--- config.mk ---
export PLATFORM = sky130hd
export DESIGN_NAME = csr_trap_unit_flat
export DESIGN_NICKNAME = d
export VERILOG_FILES = /design/src/rtl/csr_trap_unit_if.sv /design/src/rtl/csr_trap_unit.sv /design/src/flat_wrapper.sv
export SDC_FILE = /design/constraint.sdc
export NUM_CORES = 1
export LEC_CHECK = 0
export ABC_CLOCK_PERIOD_IN_PS = 2500
export CORE_UTILIZATION = 50
export DETAILED_ROUTE_END_ITERATION = 8
export PLACE_DENSITY = 0.83
export RECOVER_POWER = 100
export SETUP_SLACK_MARGIN = 0.05
export SLEW_MARGIN = 25
export SYNTH_ARGS = -nofsm -noshare
export SYNTH_HDL_FRONTEND = slang
export SYNTH_SLANG_ARGS = --single-unit
--- constraint.sdc ---
create_clock -name clk -period 2.5 [get_ports clk]
set_input_delay 0.5 -clock clk [delete_from_list [all_inputs] [get_ports clk]]
set_output_delay 0.5 -clock clk [all_outputs]
set_load 0.01 [all_outputs]
--- src/rtl/csr_trap_unit_if.sv ---
// Instruction-side CSR/trap bundle: the decoder drives requests, the CSR unit answers
// with read data and the redirect controls.
interface csr_trap_unit_if;
  logic        instr_valid;
  logic [31:0] pc;
  logic [1:0]  csr_op;
  logic        csr_source;
  logic [11:0] csr_addr;
  logic [31:0] rs1_data;
  logic [4:0]  zimm;
  logic        exc_request;
  logic [31:0] exc_cause;
  logic        exc_ret;
  logic [31:0] csr_rdata;
  logic        exception_present;
  logic [31:0] mtvec_out;
  logic [31:0] mepc_out;
  logic        illegal_csr;

  modport master (
    output instr_valid, pc, csr_op, csr_source, csr_addr, rs1_data, zimm,
           exc_request, exc_cause, exc_ret,
    input  csr_rdata, exception_present, mtvec_out, mepc_out, illegal_csr
  );

  modport slave (
    input  instr_valid, pc, csr_op, csr_source, csr_addr, rs1_data, zimm,
           exc_request, exc_cause, exc_ret,
    output csr_rdata, exception_present, mtvec_out, mepc_out, illegal_csr
  );
endinterface

--- src/rtl/csr_trap_unit.sv ---
// Machine-mode CSR file and trap sequencer for the single-cycle RV32I core.
// Reads are combinational; every CSR, trap and counter update commits at the clock edge.
module csr_trap_unit #(
  parameter logic [31:0] MTVEC_RESET = 32'h0000_0100,
  parameter logic [31:0] MISA_VALUE  = 32'h4000_0100,
  parameter logic [31:0] HART_ID     = 32'h0000_0000
) (
  input  logic clk,
  input  logic rst,
  input  logic irq_timer,
  input  logic irq_ext,
  csr_trap_unit_if.slave bus
);
  localparam logic [11:0] ADDR_MSTATUS   = 12'h300;
  localparam logic [11:0] ADDR_MISA      = 12'h301;
  localparam logic [11:0] ADDR_MIE       = 12'h304;
  localparam logic [11:0] ADDR_MTVEC     = 12'h305;
  localparam logic [11:0] ADDR_MSCRATCH  = 12'h340;
  localparam logic [11:0] ADDR_MEPC      = 12'h341;
  localparam logic [11:0] ADDR_MCAUSE    = 12'h342;
  localparam logic [11:0] ADDR_MIP       = 12'h344;
  localparam logic [11:0] ADDR_MCYCLE    = 12'hB00;
  localparam logic [11:0] ADDR_MINSTRET  = 12'hB02;
  localparam logic [11:0] ADDR_MCYCLEH   = 12'hB80;
  localparam logic [11:0] ADDR_MINSTRETH = 12'hB82;
  localparam logic [11:0] ADDR_MHARTID   = 12'hF14;

  localparam logic [31:0] CAUSE_ILLEGAL  = 32'd2;
  localparam logic [31:0] CAUSE_IRQ_TMR  = 32'h8000_0007;
  localparam logic [31:0] CAUSE_IRQ_EXT  = 32'h8000_000B;

  logic        mstatusMie;
  logic        mstatusMpie;
  logic        mieMtie;
  logic        mieMeie;
  logic [31:0] mtvec;
  logic [31:0] mepc;
  logic [31:0] mcause;
  logic [31:0] mscratch;
  logic [63:0] mcycle;
  logic [63:0] minstret;

  logic [31:0] operand;
  logic [31:0] oldValue;
  logic [31:0] newValue;
  logic [31:0] trapCause;
  logic        opActive;
  logic        isWriteOp;
  logic        supported;
  logic        readOnly;
  logic        illegal;
  logic        irqExtPend;
  logic        irqTmrPend;
  logic        trapTaken;
  logic        mretTaken;
  logic        csrWrite;
  logic        retire;

  assign operand   = bus.csr_source ? {27'b0, bus.zimm} : bus.rs1_data;
  assign opActive  = (bus.csr_op != 2'd0);
  // Set/clear with a zero operand is a pure read, so it may touch read-only CSRs.
  assign isWriteOp = (bus.csr_op == 2'd1) || (bus.csr_op[1] && (operand != '0));
  assign readOnly  = (bus.csr_addr[11:10] == 2'b11) || (bus.csr_addr == ADDR_MISA)
                  || (bus.csr_addr == ADDR_MIP);

  always_comb begin
    oldValue  = '0;
    supported = 1'b1;
    case (bus.csr_addr)
      ADDR_MSTATUS:   oldValue = {19'b0, 2'b11, 3'b0, mstatusMpie, 3'b0, mstatusMie, 3'b0};
      ADDR_MISA:      oldValue = MISA_VALUE;
      ADDR_MIE:       oldValue = {20'b0, mieMeie, 3'b0, mieMtie, 7'b0};
      ADDR_MTVEC:     oldValue = mtvec;
      ADDR_MSCRATCH:  oldValue = mscratch;
      ADDR_MEPC:      oldValue = mepc;
      ADDR_MCAUSE:    oldValue = mcause;
      ADDR_MIP:       oldValue = {20'b0, irq_ext, 3'b0, irq_timer, 7'b0};
      ADDR_MCYCLE:    oldValue = mcycle[31:0];
      ADDR_MINSTRET:  oldValue = minstret[31:0];
      ADDR_MCYCLEH:   oldValue = mcycle[63:32];
      ADDR_MINSTRETH: oldValue = minstret[63:32];
      ADDR_MHARTID:   oldValue = HART_ID;
      default:        supported = 1'b0;
    endcase
  end

  always_comb begin
    case (bus.csr_op)
      2'd1:    newValue = operand;
      2'd2:    newValue = oldValue | operand;
      2'd3:    newValue = oldValue & ~operand;
      default: newValue = oldValue;
    endcase
  end

  assign illegal    = bus.instr_valid && opActive && (!supported || (isWriteOp && readOnly));
  assign irqExtPend = mstatusMie && mieMeie && irq_ext;
  assign irqTmrPend = mstatusMie && mieMtie && irq_timer;
  assign trapTaken  = bus.instr_valid && (irqExtPend || irqTmrPend || bus.exc_request || illegal);
  assign mretTaken  = bus.instr_valid && bus.exc_ret && !trapTaken;
  assign csrWrite   = bus.instr_valid && opActive && isWriteOp && !trapTaken && !bus.exc_ret;
  assign retire     = bus.instr_valid && !trapTaken;

  always_comb begin
    if (irqExtPend)           trapCause = CAUSE_IRQ_EXT;
    else if (irqTmrPend)      trapCause = CAUSE_IRQ_TMR;
    else if (bus.exc_request) trapCause = bus.exc_cause;
    else                      trapCause = CAUSE_ILLEGAL;
  end

  always_ff @(posedge clk) begin
    if (rst) begin
      mstatusMie  <= 1'b0;
      mstatusMpie <= 1'b0;
      mieMtie     <= 1'b0;
      mieMeie     <= 1'b0;
      mtvec       <= MTVEC_RESET & ~32'h3;
      mepc        <= '0;
      mcause      <= '0;
      mscratch    <= '0;
      mcycle      <= '0;
      minstret    <= '0;
    end else begin
      mcycle <= mcycle + 64'd1;
      if (retire) minstret <= minstret + 64'd1;
      if (trapTaken) begin
        mepc        <= bus.pc & ~32'h3;
        mcause      <= trapCause;
        mstatusMpie <= mstatusMie;
        mstatusMie  <= 1'b0;
      end else if (mretTaken) begin
        mstatusMie  <= mstatusMpie;
        mstatusMpie <= 1'b1;
      end else if (csrWrite) begin
        // Counter half-writes override the increment above; the other half is frozen.
        case (bus.csr_addr)
          ADDR_MSTATUS: begin
            mstatusMie  <= newValue[3];
            mstatusMpie <= newValue[7];
          end
          ADDR_MIE: begin
            mieMtie <= newValue[7];
            mieMeie <= newValue[11];
          end
          ADDR_MTVEC:     mtvec    <= newValue & ~32'h3;
          ADDR_MSCRATCH:  mscratch <= newValue;
          ADDR_MEPC:      mepc     <= newValue & ~32'h3;
          ADDR_MCAUSE:    mcause   <= newValue;
          ADDR_MCYCLE:    mcycle   <= {mcycle[63:32], newValue};
          ADDR_MCYCLEH:   mcycle   <= {newValue, mcycle[31:0]};
          ADDR_MINSTRET:  minstret <= {minstret[63:32], newValue};
          ADDR_MINSTRETH: minstret <= {newValue, minstret[31:0]};
          default: ;
        endcase
      end
    end
  end

  assign bus.csr_rdata         = opActive ? oldValue : '0;
  assign bus.exception_present = trapTaken;
  assign bus.illegal_csr       = illegal;
  assign bus.mtvec_out         = mtvec;
  assign bus.mepc_out          = mepc;
endmodule

--- src/flat_wrapper.sv ---
// flat-port wrapper written by rule: the top's interface ports become plain ports
module csr_trap_unit_flat 
#(
  parameter logic [31:0] MTVEC_RESET = 32'h0000_0100,
  parameter logic [31:0] MISA_VALUE  = 32'h4000_0100,
  parameter logic [31:0] HART_ID     = 32'h0000_0000
)
  (clk, rst, irq_timer, irq_ext, bus_instr_valid, bus_pc, bus_csr_op, bus_csr_source, bus_csr_addr, bus_rs1_data, bus_zimm, bus_exc_request, bus_exc_cause, bus_exc_ret, bus_csr_rdata, bus_exception_present, bus_mtvec_out, bus_mepc_out, bus_illegal_csr);
  csr_trap_unit_if bus_i ();
  input  logic clk;
  input  logic rst;
  input  logic irq_timer;
  input  logic irq_ext;
  input wire logic [$bits(bus_i.instr_valid)-1:0] bus_instr_valid;
  input wire logic [$bits(bus_i.pc)-1:0] bus_pc;
  input wire logic [$bits(bus_i.csr_op)-1:0] bus_csr_op;
  input wire logic [$bits(bus_i.csr_source)-1:0] bus_csr_source;
  input wire logic [$bits(bus_i.csr_addr)-1:0] bus_csr_addr;
  input wire logic [$bits(bus_i.rs1_data)-1:0] bus_rs1_data;
  input wire logic [$bits(bus_i.zimm)-1:0] bus_zimm;
  input wire logic [$bits(bus_i.exc_request)-1:0] bus_exc_request;
  input wire logic [$bits(bus_i.exc_cause)-1:0] bus_exc_cause;
  input wire logic [$bits(bus_i.exc_ret)-1:0] bus_exc_ret;
  output wire logic [$bits(bus_i.csr_rdata)-1:0] bus_csr_rdata;
  output wire logic [$bits(bus_i.exception_present)-1:0] bus_exception_present;
  output wire logic [$bits(bus_i.mtvec_out)-1:0] bus_mtvec_out;
  output wire logic [$bits(bus_i.mepc_out)-1:0] bus_mepc_out;
  output wire logic [$bits(bus_i.illegal_csr)-1:0] bus_illegal_csr;
  assign bus_i.instr_valid = bus_instr_valid;
  assign bus_i.pc = bus_pc;
  assign bus_i.csr_op = bus_csr_op;
  assign bus_i.csr_source = bus_csr_source;
  assign bus_i.csr_addr = bus_csr_addr;
  assign bus_i.rs1_data = bus_rs1_data;
  assign bus_i.zimm = bus_zimm;
  assign bus_i.exc_request = bus_exc_request;
  assign bus_i.exc_cause = bus_exc_cause;
  assign bus_i.exc_ret = bus_exc_ret;
  assign bus_csr_rdata = bus_i.csr_rdata;
  assign bus_exception_present = bus_i.exception_present;
  assign bus_mtvec_out = bus_i.mtvec_out;
  assign bus_mepc_out = bus_i.mepc_out;
  assign bus_illegal_csr = bus_i.illegal_csr;
  csr_trap_unit #(.MTVEC_RESET(MTVEC_RESET), .MISA_VALUE(MISA_VALUE), .HART_ID(HART_ID)) u_core (.clk(clk), .rst(rst), .irq_timer(irq_timer), .irq_ext(irq_ext), .bus(bus_i));
endmodule
==> results of run 1 <==
## logic make-up after synthesis
| logic type | Yosys count |
|---|---|
| fa+ha+maj | 2 |
| flops | 256 |
| xor+xnor | 33 |
| buf+inv | 224 |
| simple gates | 1040 |
| compound gates | 722 |
| other cells | 1 |
| mux | 71 |
## per-stage QoR
step | instances | instance area (sq um) | TNS (ns) | setup slack [ns] | utilization [%]
2_1_floorplan | 2352 | 18700 | -3.92 | -0.169 | -
4_1_cts | 3681 | 30300 | -18.14 | -0.450 | 87.3
3_3_place_gp | 3462 | 25800 | -271.87 | -1.36 | 74.3
3_5_place_dp | 3462 | 25800 | -284.91 | -1.41 | 74.3
## synthesized netlist by cell type (all sizes together) (46+ instances only)
cell,count
nand4,68
nor3,82
mux2i,56
and3,46
a21oi,190
dfxtp,256
o21ai,135
nor4,54
buf,92
nor2,183
nand2,327
nand3,92
a22oi,64
clkbuf,108
## what timing repair did
action | in CTS
resized for setup | 681
setup endpoints to repair | 290
cloned | 18
hold buffers | 0
pin swaps | 210
buffers inserted | 160
## routing by layer
metal,overflow,track usage [%]
met1,0,74.7
met5,0,28.0
met3,0,56.8
met4,5,71.3
met2,5,91.6
==> impl_metrics.ini, run 1 <==
[status]
status = did not finish
haltStage = global routing (5_1_grt)
error_line = [ERROR GRT-0116] Global routing finished with congestion. Check the congestion regions in the DRC Viewer.

[yosys]
synth_top_area_share_pct = 29.0
synth_edf_count = 0
synthArstFlopShare_pct = 0
synthMuxAreaShare_pct = 4.12
synth_compound_area_share_pct = 28.9
ys_ff_latch = 256
ys.flop_type = dfxtp_1
synthCells = 2349
synth_top_family_by_area = simple AND/OR/NAND/NOR gates
synth.distinct_cells = 112
yosysTopAreaCell = dfxtp_1
synth-simple-area-share_pct = 30.6
synth_area_leaders = dfxtp_1 29%, nand2_1 6.9%, a21oi_1 5.2%
ys_seq_area_share_pct = 29.0
synthXorXnorAreaFrac_pct = 1.63
ys_warn_count = 0
synthAdderAreaFrac_pct = 0.141
syn_area_sq_mm = 0.0177
avgSynthCellArea_sq_um = 7.53

[clock_tree]
cts_buffers = 29
cts_root_buf = clkbuf_16
cts_buffer_depth = 3
numClockSinks = 256
htree_levels = 1

[global_routing]
overflow = 10
grtUsageTotal_pct = 73.8
grt_pass1_wl_microns = 197000
grt_pass1_vias = 29917
grt_max_degree = 94

[floorplan]
ios = 221
chipWidth_microns = 190
num_rows = 68
die_y_microns = 190
initial_core_util_pct = 51.0

[placement]
gp_congestion = 1.13
port_buffers = 214
dpl.hpwl_microns = 80500
==> run 2, diff against run 1 <==
--- a/config.mk
+++ b/config.mk
@@ -5,12 +5,11 @@
 export SDC_FILE = /design/constraint.sdc
 export NUM_CORES = 1
 export LEC_CHECK = 0
-export ABC_CLOCK_PERIOD_IN_PS = 2500
-export CORE_UTILIZATION = 50
+export ABC_CLOCK_PERIOD_IN_PS = 3250
+export CORE_UTILIZATION = 35
 export DETAILED_ROUTE_END_ITERATION = 8
-export PLACE_DENSITY = 0.83
+export PLACE_DENSITY_LB_ADDON = 0.15
 export RECOVER_POWER = 100
-export SETUP_SLACK_MARGIN = 0.05
 export SLEW_MARGIN = 25
 export SYNTH_ARGS = -nofsm -noshare
 export SYNTH_HDL_FRONTEND = slang
==> constraint.sdc (replaced) <==
create_clock -name clk -period 3.25 [get_ports clk]
set_input_delay 0.65 -clock clk [delete_from_list [all_inputs] [get_ports clk]]
set_output_delay 0.65 -clock clk [all_outputs]
set_load 0.01 [all_outputs]
==> run 2 against run 1 <==
Net effect: the flow now finishes, with violations (negative setup slack); synthesized cell count stayed put; area after synthesis unchanged.
==> impl_metrics.ini, run 2 <==
[floorplan]
die-area_sq_mm = 0.0515
ios = 221
num_rows = 82
initial_core_util_pct = 35.4
die_y_microns = 227
chipWidth_microns = 227
core_sq_mm = 0.0500

[sta]
slew-limit-headroom_pct = 21.7
period_needed_ns = 3.31
worst_pin_slew_ns = 1.17
fin_skew_ns = 0.0196
finalCritPeriodShare_pct = 102
finalWorstSetupSlack_ns = -0.0557
rsz0062_at_grt = true
report.final.slew_viol_count = 0
fmax_ghz = 0.303
finalHoldViolCount = 0
setup_viol = 3
tns_ns = -0.104

[routing]
drc = 0
routed_wl_microns = 118000
vias = 24439
drt-pass1-iter-count = 8
drt-wirelength-per-cell_microns = 31.3
ant_nets = 0
avgViaCountPerCell = 6.50
drtIter0Drc = 3328

[layout]
design_area_sq_mm = 0.0278
utilization_pct = 55.7
layout_common_cells = 549 x buf_4, 320 x nand2_1, 254 x dfxtp_1, 175 x a21oi_1, 157 x nor2_1
final_common_cell = buf_4
final_nets = 3182
layout-drive-gt1-share_pct = 31.6
syn_to_final_growth_pct = 57.2
largest_registers = u_core.mcycle (64), u_core.minstret (64)

[worst_hold_path]
hold_path_class = reg2reg
hold_depth = 2
min_from = u_core.mscratch[22]$_SDFFE_PP0P_
hold_path_end = u_core.mscratch[22]$_SDFFE_PP0P_

[worst_setup_path]
cpMostUsedCell = buf_6
rrSetupSlack_ns = 0.11
crit_slowest_cell = a222oi_1
cp-start-kind = primary input
path_cells = clkbuf_4 > nand4b_1 > buf_6 > nor3_4 > buf_6 > buf_4 > a222oi_1 > and3_4 > nor2_2 > buf_2
critical_path_required_ns = 2.60
worstSetupEndpointType = primary output
slowest_delay_ns = 0.63
r2r_cells = 8
reg2reg_to = u_core.minstret[62]$_SDFFE_PP0P_
r2r_start = u_core.minstret[23]$_SDFFE_PP0P_
worstPathArrival_ns = 2.66
worstSetupPathType = in2out
path_max_fanout = 6

[yosys]
synthCells = 2349
synth.distinct_cells = 112
synthArstFlopShare_pct = 0
synth_edf_count = 0
ys_seq_area_share_pct = 29.0
ys.flop_type = dfxtp_1
synth_top_area_share_pct = 29.0
ys_warn_count = 0
ys_ff_latch = 256
yosysTopAreaCell = dfxtp_1
synth_area_leaders = dfxtp_1 29%, nand2_1 6.9%, a21oi_1 5.2%
synth_common_cells = 326 x nand2_1, 256 x dfxtp_1, 184 x a21oi_1, 179 x nor2_1, 124 x o21ai_0
syn_area_sq_mm = 0.0177
yosysMostFrequentCell = nand2_1
avgSynthCellArea_sq_um = 7.53

[placement]
port_buffers = 214
placed_area_sq_mm = 0.0248
dpl.hpwl_microns = 90500
gp_congestion = 1.08
preCtsSetupSlack_ns = -1.10

[clock_tree]
clkLatencyLatePin_ns = 0.57
hold_buffers = 0
cts_root_buf = clkbuf_16
numClockSinks = 256
cts_tree = yes
cts_buffers = 35
htree_levels = 2
path_clk_slew_ns = 0.06
cts_buffer_depth = 3

[status]
status = finished with violations
failed_checks = negative setup slack

[global_routing]
overflow = 0
grt_max_degree = 82
grtUsageTotal_pct = 44.9
grt_pass1_wl_microns = 164000
grt_pass1_vias = 22561
grt_antenna_before_repair = 10

[power_and_ir_drop]
pwr-share-seq_pct = 35.9
ir_worst_vdd_v = 0.000293
power.switching_mw = 2.59
p_leak_nw = 10.7
clock_power_share_pct = 47.8
power_density_mw_per_mm2 = 327
combPwrFrac_pct = 16.3
p_sw_share_pct = 28.5
p_int_mw = 6.50

[run]
maxCapViolCount = 0
## run 2: cell counts after synthesis
No cell type changed its count.
## run 2: timing repair
action / 4_1_cts / 5_1_grt
buffers inserted: 73 / 19
pin swaps: 71 / 66
gates cloned: 4 / 2
gates resized for setup: 364 / 92
endpoints found under the setup margin: 177 / 72
## run 2: per-stage QoR
stage / power, mW / std cells / hold slack [ns]
floorplan: 3.80 / 2352 / 0.429
global placement: 4.68 / 3613 / 0.436
detailed placement: 4.69 / 3614 / 0.443
CTS: 9.04 / 3745 / 0.433
global route: 9.25 / 3754 / 0.471
finish: 9.09 / 3759 / 0.451
## run 2: area by class of cell
cell class | count | area (sq um)
inverter | 24 | 90.1
antenna | 6 | 15.0
tap | 672 | 841
clock buffer | 41 | 948
fill | 4668 | 22200
multi-input combinational | 1872 | 12600
sequential | 256 | 5130
timing repair buffer | 868 | 7850
clock inverter | 20 | 300
## run 2: critical path, delay by kind of cell
kind	cells	cell delay [ns]
buffers and inverters	5	0.72
AND/OR/NAND/NOR	4	0.65
AO/OA/AOI/OAI	1	0.63
## run 2: worst max path at each step
| stage | from | endpoint | slack, ns | cells after the start |
|---|---|---|---|---|
| after floorplan | bus_csr_addr[0] | bus_csr_rdata[15] | 0.22 | 8 |
| after global placement | bus_csr_addr[0] | bus_csr_rdata[5] | -1.14 | 12 |
| after detailed placement | bus_csr_addr[0] | bus_csr_rdata[5] | -1.10 | 12 |
| after CTS | bus_csr_addr[4] | bus_csr_rdata[18] | -0.1 | 12 |
| after global routing | bus_csr_addr[2] | bus_csr_rdata[18] | -0.08 | 11 |
| final | bus_csr_addr[10] | bus_csr_rdata[15] | -0.06 | 10 |
## run 2: metal layers
metal / global-route usage [%] / share of wire, % / up-vias
li1: - / - / 10360
met1: 57.3 / 38 / 11826
met2: 66.6 / 42 / 1825
met3: 12.2 / 12 / 418
met4: 27.7 / 7.3 / 10
met5: 0 / 0.049 / -
## run 2: logic make-up after synthesis
group / count (synthesis) / synth area share (%)
AO/OA/AOI/OAI: 722 / 28.9
multiplexers: 71 / 4.12
AND/OR/NAND/NOR: 1040 / 30.6
other: 1 / 0.0212
adder cells (fa/ha/maj): 2 / 0.141
buffers and inverters: 224 / 5.66
XOR/XNOR: 33 / 1.63
flip-flops: 256 / 29.0
## run 2: power by group through the flow
stage / registers, mW / logic [mW] / clock network, mW
3_3_place_gp: 3.33 / 1.35 / 0
6_report: 3.26 / 1.48 / 4.35
2_1_floorplan: 3.31 / 0.489 / 0
3_5_place_dp: 3.33 / 1.36 / 0
5_1_grt: 3.27 / 1.51 / 4.47
4_1_cts: 3.26 / 1.42 / 4.36
Power figures use the tool's default switching activity.
